## src/rtl/clk_div_monitor.sv

```systemverilog
// Divided-clock self-check: measures period/high/low time of div_in in clk cycles,
// declares lock after LOCK_CNT matching periods, and flags ratio and stuck-clock errors.
module clk_div_monitor #(
    parameter int EXP_DIV  = 3,
    parameter int CNT_W    = 8,
    parameter int LOCK_CNT = 4
) (
    input  logic             clk,
    input  logic             rst,
    input  logic             div_in,
    input  logic             clr_err,
    output logic [CNT_W-1:0] period,
    output logic [CNT_W-1:0] high_time,
    output logic [CNT_W-1:0] low_time,
    output logic             period_valid,
    output logic             locked,
    output logic             err_ratio,
    output logic             err_stuck
);

    localparam int MC_W = (LOCK_CNT < 2) ? 1 : $clog2(LOCK_CNT + 1);

    localparam logic [CNT_W-1:0] CNT_MAX  = '1;
    localparam logic [CNT_W-1:0] CNT_ONE  = CNT_W'(1);
    localparam logic [CNT_W-1:0] EXP_VAL  = CNT_W'(EXP_DIV);
    localparam logic [MC_W-1:0]  MC_ONE   = MC_W'(1);
    localparam logic [MC_W-1:0]  LOCK_VAL = MC_W'(LOCK_CNT);

    localparam logic [1:0] ST_IDLE    = 2'd0;
    localparam logic [1:0] ST_MEASURE = 2'd1;
    localparam logic [1:0] ST_LOCKED  = 2'd2;

    logic [2:0]       sync_reg;
    logic             level;
    logic             rise;

    logic [CNT_W-1:0] cnt_reg;
    logic [CNT_W-1:0] hcnt_reg;
    logic             cnt_sat;
    logic             hcnt_sat;
    logic             ratio_hit;

    logic [1:0]       state_reg;
    logic [1:0]       state_next;
    logic [MC_W-1:0]  match_cnt_reg;
    logic [MC_W-1:0]  match_cnt_next;
    logic [MC_W-1:0]  match_inc;
    logic             locked_reg;
    logic             locked_next;
    logic             capture;
    logic             ratio_set;
    logic             stuck_set;

    logic [CNT_W-1:0] period_reg;
    logic [CNT_W-1:0] high_time_reg;
    logic [CNT_W-1:0] low_time_reg;
    logic             period_valid_reg;
    logic             err_ratio_reg;
    logic             err_ratio_next;
    logic             err_stuck_reg;
    logic             err_stuck_next;

    // Three-flop chain: two stages for metastability, the third for edge detection.
    always_ff @(posedge clk or posedge rst) begin
        if (rst) begin
            sync_reg <= '0;
        end else begin
            sync_reg <= {sync_reg[1:0], div_in};
        end
    end

    assign level     = sync_reg[1];
    assign rise      = sync_reg[1] & ~sync_reg[2];
    assign cnt_sat   = (cnt_reg == CNT_MAX);
    assign hcnt_sat  = (hcnt_reg == CNT_MAX);
    assign ratio_hit = (cnt_reg == EXP_VAL);
    assign match_inc = match_cnt_reg + MC_ONE;

    // Both counters restart at 1 on the edge itself so the captured value is the full period.
    always_ff @(posedge clk or posedge rst) begin
        if (rst) begin
            cnt_reg  <= '0;
            hcnt_reg <= '0;
        end else if (rise) begin
            cnt_reg  <= CNT_ONE;
            hcnt_reg <= CNT_ONE;
        end else begin
            if (!cnt_sat) begin
                cnt_reg <= cnt_reg + CNT_ONE;
            end
            if (level && !hcnt_sat) begin
                hcnt_reg <= hcnt_reg + CNT_ONE;
            end
        end
    end

    always_comb begin
        state_next     = state_reg;
        match_cnt_next = match_cnt_reg;
        locked_next    = locked_reg;
        capture        = 1'b0;
        ratio_set      = 1'b0;
        stuck_set      = 1'b0;
        case (state_reg)
            ST_IDLE: begin
                // First edge only arms the counters; there is no complete period yet.
                if (rise) begin
                    state_next = ST_MEASURE;
                end
            end
            ST_MEASURE: begin
                if (rise) begin
                    capture = 1'b1;
                    if (ratio_hit) begin
                        match_cnt_next = match_inc;
                        if (match_inc == LOCK_VAL) begin
                            state_next  = ST_LOCKED;
                            locked_next = 1'b1;
                        end
                    end else begin
                        match_cnt_next = '0;
                    end
                end else if (cnt_sat) begin
                    stuck_set      = 1'b1;
                    locked_next    = 1'b0;
                    match_cnt_next = '0;
                    state_next     = ST_IDLE;
                end
            end
            ST_LOCKED: begin
                if (rise) begin
                    capture = 1'b1;
                    if (!ratio_hit) begin
                        ratio_set      = 1'b1;
                        locked_next    = 1'b0;
                        match_cnt_next = '0;
                        state_next     = ST_MEASURE;
                    end
                end else if (cnt_sat) begin
                    stuck_set      = 1'b1;
                    locked_next    = 1'b0;
                    match_cnt_next = '0;
                    state_next     = ST_IDLE;
                end
            end
            default: begin
                state_next     = ST_IDLE;
                match_cnt_next = '0;
                locked_next    = 1'b0;
            end
        endcase
    end

    // A new error event in the same cycle as clr_err keeps the flag set.
    assign err_ratio_next = ratio_set | (err_ratio_reg & ~clr_err);
    assign err_stuck_next = stuck_set | (err_stuck_reg & ~clr_err);

    always_ff @(posedge clk or posedge rst) begin
        if (rst) begin
            state_reg     <= ST_IDLE;
            match_cnt_reg <= '0;
            locked_reg    <= 1'b0;
            err_ratio_reg <= 1'b0;
            err_stuck_reg <= 1'b0;
        end else begin
            state_reg     <= state_next;
            match_cnt_reg <= match_cnt_next;
            locked_reg    <= locked_next;
            err_ratio_reg <= err_ratio_next;
            err_stuck_reg <= err_stuck_next;
        end
    end

    always_ff @(posedge clk or posedge rst) begin
        if (rst) begin
            period_reg       <= '0;
            high_time_reg    <= '0;
            low_time_reg     <= '0;
            period_valid_reg <= 1'b0;
        end else begin
            period_valid_reg <= capture;
            if (capture) begin
                period_reg    <= cnt_reg;
                high_time_reg <= hcnt_reg;
                low_time_reg  <= cnt_reg - hcnt_reg;
            end
        end
    end

    assign period       = period_reg;
    assign high_time    = high_time_reg;
    assign low_time     = low_time_reg;
    assign period_valid = period_valid_reg;
    assign locked       = locked_reg;
    assign err_ratio    = err_ratio_reg;
    assign err_stuck    = err_stuck_reg;

endmodule

```

## config.mk

```make
export PLATFORM = sky130hd
export DESIGN_NAME = clk_div_monitor
export DESIGN_NICKNAME = d
export VERILOG_FILES = /design/src/rtl/clk_div_monitor.sv
export SDC_FILE = /design/constraint.sdc
export NUM_CORES = 1
export LEC_CHECK = 0
export CORE_MARGIN = 2
export CORE_UTILIZATION = 60
export DETAILED_ROUTE_END_ITERATION = 6
export PLACE_DENSITY = 0.94
export SLEW_MARGIN = 20
export SYNTH_ARGS = -nofsm -noshare
export SYNTH_HDL_FRONTEND = slang
export SYNTH_SLANG_ARGS = --single-unit
```

## constraint.sdc

```tcl
create_clock -name clk -period 2.7 [get_ports clk]
set_input_delay 0.405 -clock clk [delete_from_list [all_inputs] [get_ports clk]]
set_output_delay 0.405 -clock clk [all_outputs]
set_load 0.05 [all_outputs]
```

**Word level (Yosys, flattened, before mapping)**

Cells that the tools add are included.

- Register bits: 52
- Input port bits: 4
- Output and inout bits: 28
- Logic and storage cells: 76

- $add $sub $neg: 4
- Equality and inequality tests: 11
- Multiplexer cells: 33
- Bitwise gates (word level): 8
- Reductions and logical operators: 8

Operator list:

| cell | number |
|---|---|
| $mux 8 | 4 |
| $add 8x1->8 const B | 2 |
| $eq 8x8->1 const B | 2 |
| $mux 3 | 5 |
| $mux 1 | 14 |
| $mux 2 | 7 |
| $ne 3x3->1 const B | 3 |
| $pmux 3 s3 | 1 |
| $eq 8x2->1 const B | 1 |
| $reduce_and 4->1 | 2 |
| $sub 8x8->8 | 1 |
| $pmux 2 s3 | 1 |
| $ne 2x2->1 const B | 2 |
| $add 3x1->3 const B | 1 |
| $and 1x1->1 | 3 |
| $eq 3x3->1 const B | 1 |
| $not 1->1 | 3 |
| $pmux 1 s3 | 1 |
| $eq 2x1->1 const B | 1 |
| $eq 2x2->1 const B | 1 |
| $logic_not 2->1 | 1 |
| $or 1x1->1 | 2 |
| $reduce_and 2->1 | 1 |
| $reduce_bool 2->1 | 1 |
| 3 further kinds | 3 |

**Longest topological paths before layout**

- Depth in word-level cells: 6
- Gate-level depth with buffers: 9
- Depth with buffers taken out: 9

**Worst setup path before layout**

OpenSTA, ideal clock, no wires.

- Path kind: register to register
- Start: register cnt_reg[0]
- End: register low_time_reg[6], in the netlist low_time[6]
- Library setup time: 0.128 ns
- Arrival: 1.725 ns
- Required time: 2.572 ns
- Setup slack: 0.847 ns
- Cell stages (with the launch flop): 10
- Path buffers: 0
- Clock period less this slack: 1.853 ns
- Cells stage by stage: dfrtp_1 -> inv_1 -> ha_1 -> inv_1 -> fa_1 -> a21o_1 -> a21oi_1 -> o21bai_1 -> mux2i_1 -> nand3_1

- Cells in the longest elaborated chain, start to end: 1

RTL lines:

| what | RTL line | RTL |
|---|---|---|
| start, declared | 37 | `logic [CNT_W-1:0] cnt_reg;` |
| start signal, assigned | 89 | `cnt_reg <= cnt_reg + CNT_ONE;` |
| $sub 8x8->8 | 185 | `low_time_reg <= cnt_reg - hcnt_reg;` |
| end signal, assigned | 185 |  |
| end, declared | 56 | `logic [CNT_W-1:0] low_time_reg;` |

No other way between the ends.
A chain may end at the register's enable or synchronous reset.

**Worst setup path in the final report**

- Start: register cnt_reg[1]
- End: register state_reg[0]

- Cells in the longest elaborated chain, start to end: 4
- Elaborated cells between the ends (all ways): 9
- Those cells by class: eq/ne: 4; mux: 4; reduce/logical: 1

RTL lines:

| what | RTL line | RTL |
|---|---|---|
| $eq 8x8->1 | 74 | `assign cnt_sat = (cnt_reg == CNT_MAX);` |
| $mux 2 | - |  |
| $mux 2, on equally long branches | - |  |
| $pmux 2 s3 | - |  |
| end signal, assigned | 166 | `state_reg <= state_next;` |
| end, declared | 43 | `logic [1:0] state_reg;` |

Parallel ways exist; a longest one is shown, timed or not.

==> impl_metrics.tcl <==
set metrics [dict create \
    grt_max_degree 29 \
    arrival_ns 2.30 \
    synth.distinct_cells 45 \
    vias_per_cell 5.95 \
    seq_area_frac_synth 0.492 \
    start_util 0.616 \
    p_seq_frac 0.362 \
    fin_worst_skew_ns 0.00781 \
    die_y_um 70.4 \
    syn_inst 256 \
    clk_pin_slew_ns 0.08 \
    synth_mux_area_frac 0.0520 \
    drive_gt1_frac 0.0969 \
    hold_class "reg2reg" \
    crit_path_max_fanout 7 \
    crit_type "reg2reg" \
    fp.dieArea_um2 4960 \
    grt_util_all_layers 0.242 \
    cts_resized 0 \
    wl_per_cell_um 16.2 \
    syn_avg_cell_area_um2 10.3 \
    drv_slew 0 \
    maxCapViolCount 0 \
    ioPinCount 32 \
    min_period_over_period 0.780 \
    wl_um 5530 \
    final_cell_mix "dfrtp_1, clkdlybuf4s50_1, nand2_1" \
    rsz0062_at_grt "false" \
    clkPwrFrac 0.137 \
    cts_tree "yes" \
    cts_sinks 52 \
    peakVddDrop_mv 0.541 \
    final_common_cell "dfrtp_1" \
    setup_viol 0 \
    start_kind "flip-flop" \
    worstPathRequired_ns 2.89 \
    synthToLayoutAreaGrowth_pct 16.7 \
    fin_crit_ns 2.11 \
    status "finished, final reports clean" \
    drtPass1Iterations 4 \
    synth_warnings 0 \
    drt.antenna.violating_nets 0 \
    cts_root_buffer "clkbuf_8" \
    synth-simple-area-share 0.152 \
    p_leak_nw 1.42 \
    synth_compound_area_frac 0.138 \
    finalSetupTns_ns 0 \
    async_flop_share 1.00 \
    instances_no_fill 341 \
    ys.flop_type "dfrtp_1" \
    hold_violations 0 \
    internal_power_mw 1.72 \
    synth_edf_count 0 \
    postPlaceCellArea_um2 3010 \
    p_per_area_nw_per_um2 1000 \
    grt_pass1_vias 1927 \
    dpl.hpwl_um 4180 \
    synthAdderAreaFrac 0.0785 \
    endpoint_kind "flip-flop" \
    swShare 0.442 \
    cpPeakStageDelay_ns 0.49 \
    io_buffer_count 31 \
    core_area_um2 4290 \
    drt_drc_violations_left 0 \
    switchingPower_mw 1.37 \
    die_width_um 70.4 \
    p_comb_frac 0.501 \
    antenna_found_initial 0 \
    layout_setup_ws_ns 0.595 \
    crit_family "simple AND/OR/NAND/NOR gates" \
    cp_cell_sequence "ha_1, nor4b_4, nand4_1, a21boi_0, nor2_1, mux2_4" \
    grt_pass1_wl_um 9290 \
    synth_top_family_by_area "simple AND/OR/NAND/NOR gates" \
    vias 2029 \
    clk_latency_ns 0.31 \
    ctsHoldBuffers 0 \
    ys_seq_elements 52 \
    place_inst 334 \
    rows 24 \
    drtIter0Drc 208 \
    cp_slowest_cell "dfrtp_1" \
    synth_xor_area_frac 0.0430 \
    syn_nets 276 \
    post_cts_buffers 0 \
    max_freq_mhz 475 \
    place_ws_ns 0.652 \
    worst_slew_margin_rel 0.579 \
    diodes 0 \
    fin_nets 309 \
    hold_ws_ns 0.354 \
    worst-path-buf-inv 0 \
    finalInstanceArea_um2 3090 \
    htree_levels 2 \
    syn-cell-area_um2 2650 \
    tightestPinTransition_ns 0.628 \
    clk_path_buf_depth 2 \
    cts_made_buffers 5 \
    routabilityCongestion 0.955 \
    grt-ovfl-total 0 \
]
-- cells in the mapped netlist (all sizes together), types with 3 or more instances --
cell type	count	share of area
nand4	5	0.012
inv	16	0.023
mux2	11	0.048
xnor2	10	0.033
nor3	7	0.015
o21ai	20	0.038
ha	15	0.071
nor2	14	0.020
a21oi	11	0.021
a31oi	6	0.014
buf	4	0.012
dfrtp	52	0.49
nand3	13	0.025
nor3b	5	0.014
xor2	3	0.0099
nand2	25	0.035
clkbuf	7	0.0099
-- routing by layer --
metal  GRT usage  share of wire
met1       0.301           0.41
met2       0.416           0.53
met3      0.0491          0.054
met4      0.0855          0.015
met5           0              0
-- metrics by stage --
step | util | total power, mW
finish | 0.719 | 3.09
global route | 0.719 | 3.27
CTS | 0.719 | 3.10
detailed placement | 0.700 | 2.67
global placement | 0.700 | 2.61
floorplan | - | 2.23
-- path summary, 6_finish.rpt --
check,start,end,slack [ns],cells past startpoint
worst max-delay path,cnt_reg[1]$_DFFE_PP0P_,state_reg[0]$_DFFE_PP0P_,0.59,6
worst min-delay path,sync_reg[0]$_DFF_PP0_,sync_reg[1]$_DFF_PP0_,0.35,0
worst max register to register,cnt_reg[1]$_DFFE_PP0P_,state_reg[0]$_DFFE_PP0P_,0.59,6
worst min register to register,sync_reg[0]$_DFF_PP0_,sync_reg[1]$_DFF_PP0_,0.35,0
max in group asynchronous,rst,period[6]$_DFFE_PP0P_,1.64,3
min in group asynchronous,rst,period[0]$_DFFE_PP0P_,0.46,2
-- cell families (layout without fill, tap and decap cells) --
| family | Yosys count | count (layout) |
|---|---|---|
| xor gates and xnor gates | 13 | 13 |
| and+or+nand+nor | 79 | 79 |
| buffers and inverters | 27 | 60 |
| adders and majority gates | 16 | 16 |
| AOI/OAI and AO/OA | 57 | 57 |
| muxes | 12 | 12 |
| DFF | 52 | 52 |
-- layout make-up --
class	instances	area, µm²
clock inverter	2	12.5
sequential	52	1300
tap	52	65.1
inverter	16	60.1
multi-input combinational	177	1220
timing repair buffer	37	355
fill	311	1210
clock buffer	5	68.8
-- power groups by stage --
stage | Combinational (mW) | Sequential [mW] | Clock [mW]
global placement | 1.49 | 1.12 | 0
floorplan | 0.722 | 1.50 | 0
global route | 1.66 | 1.14 | 0.465
CTS | 1.55 | 1.12 | 0.434
detailed placement | 1.54 | 1.13 | 0
finish | 1.55 | 1.12 | 0.424
Power figures use the tool's default switching activity.
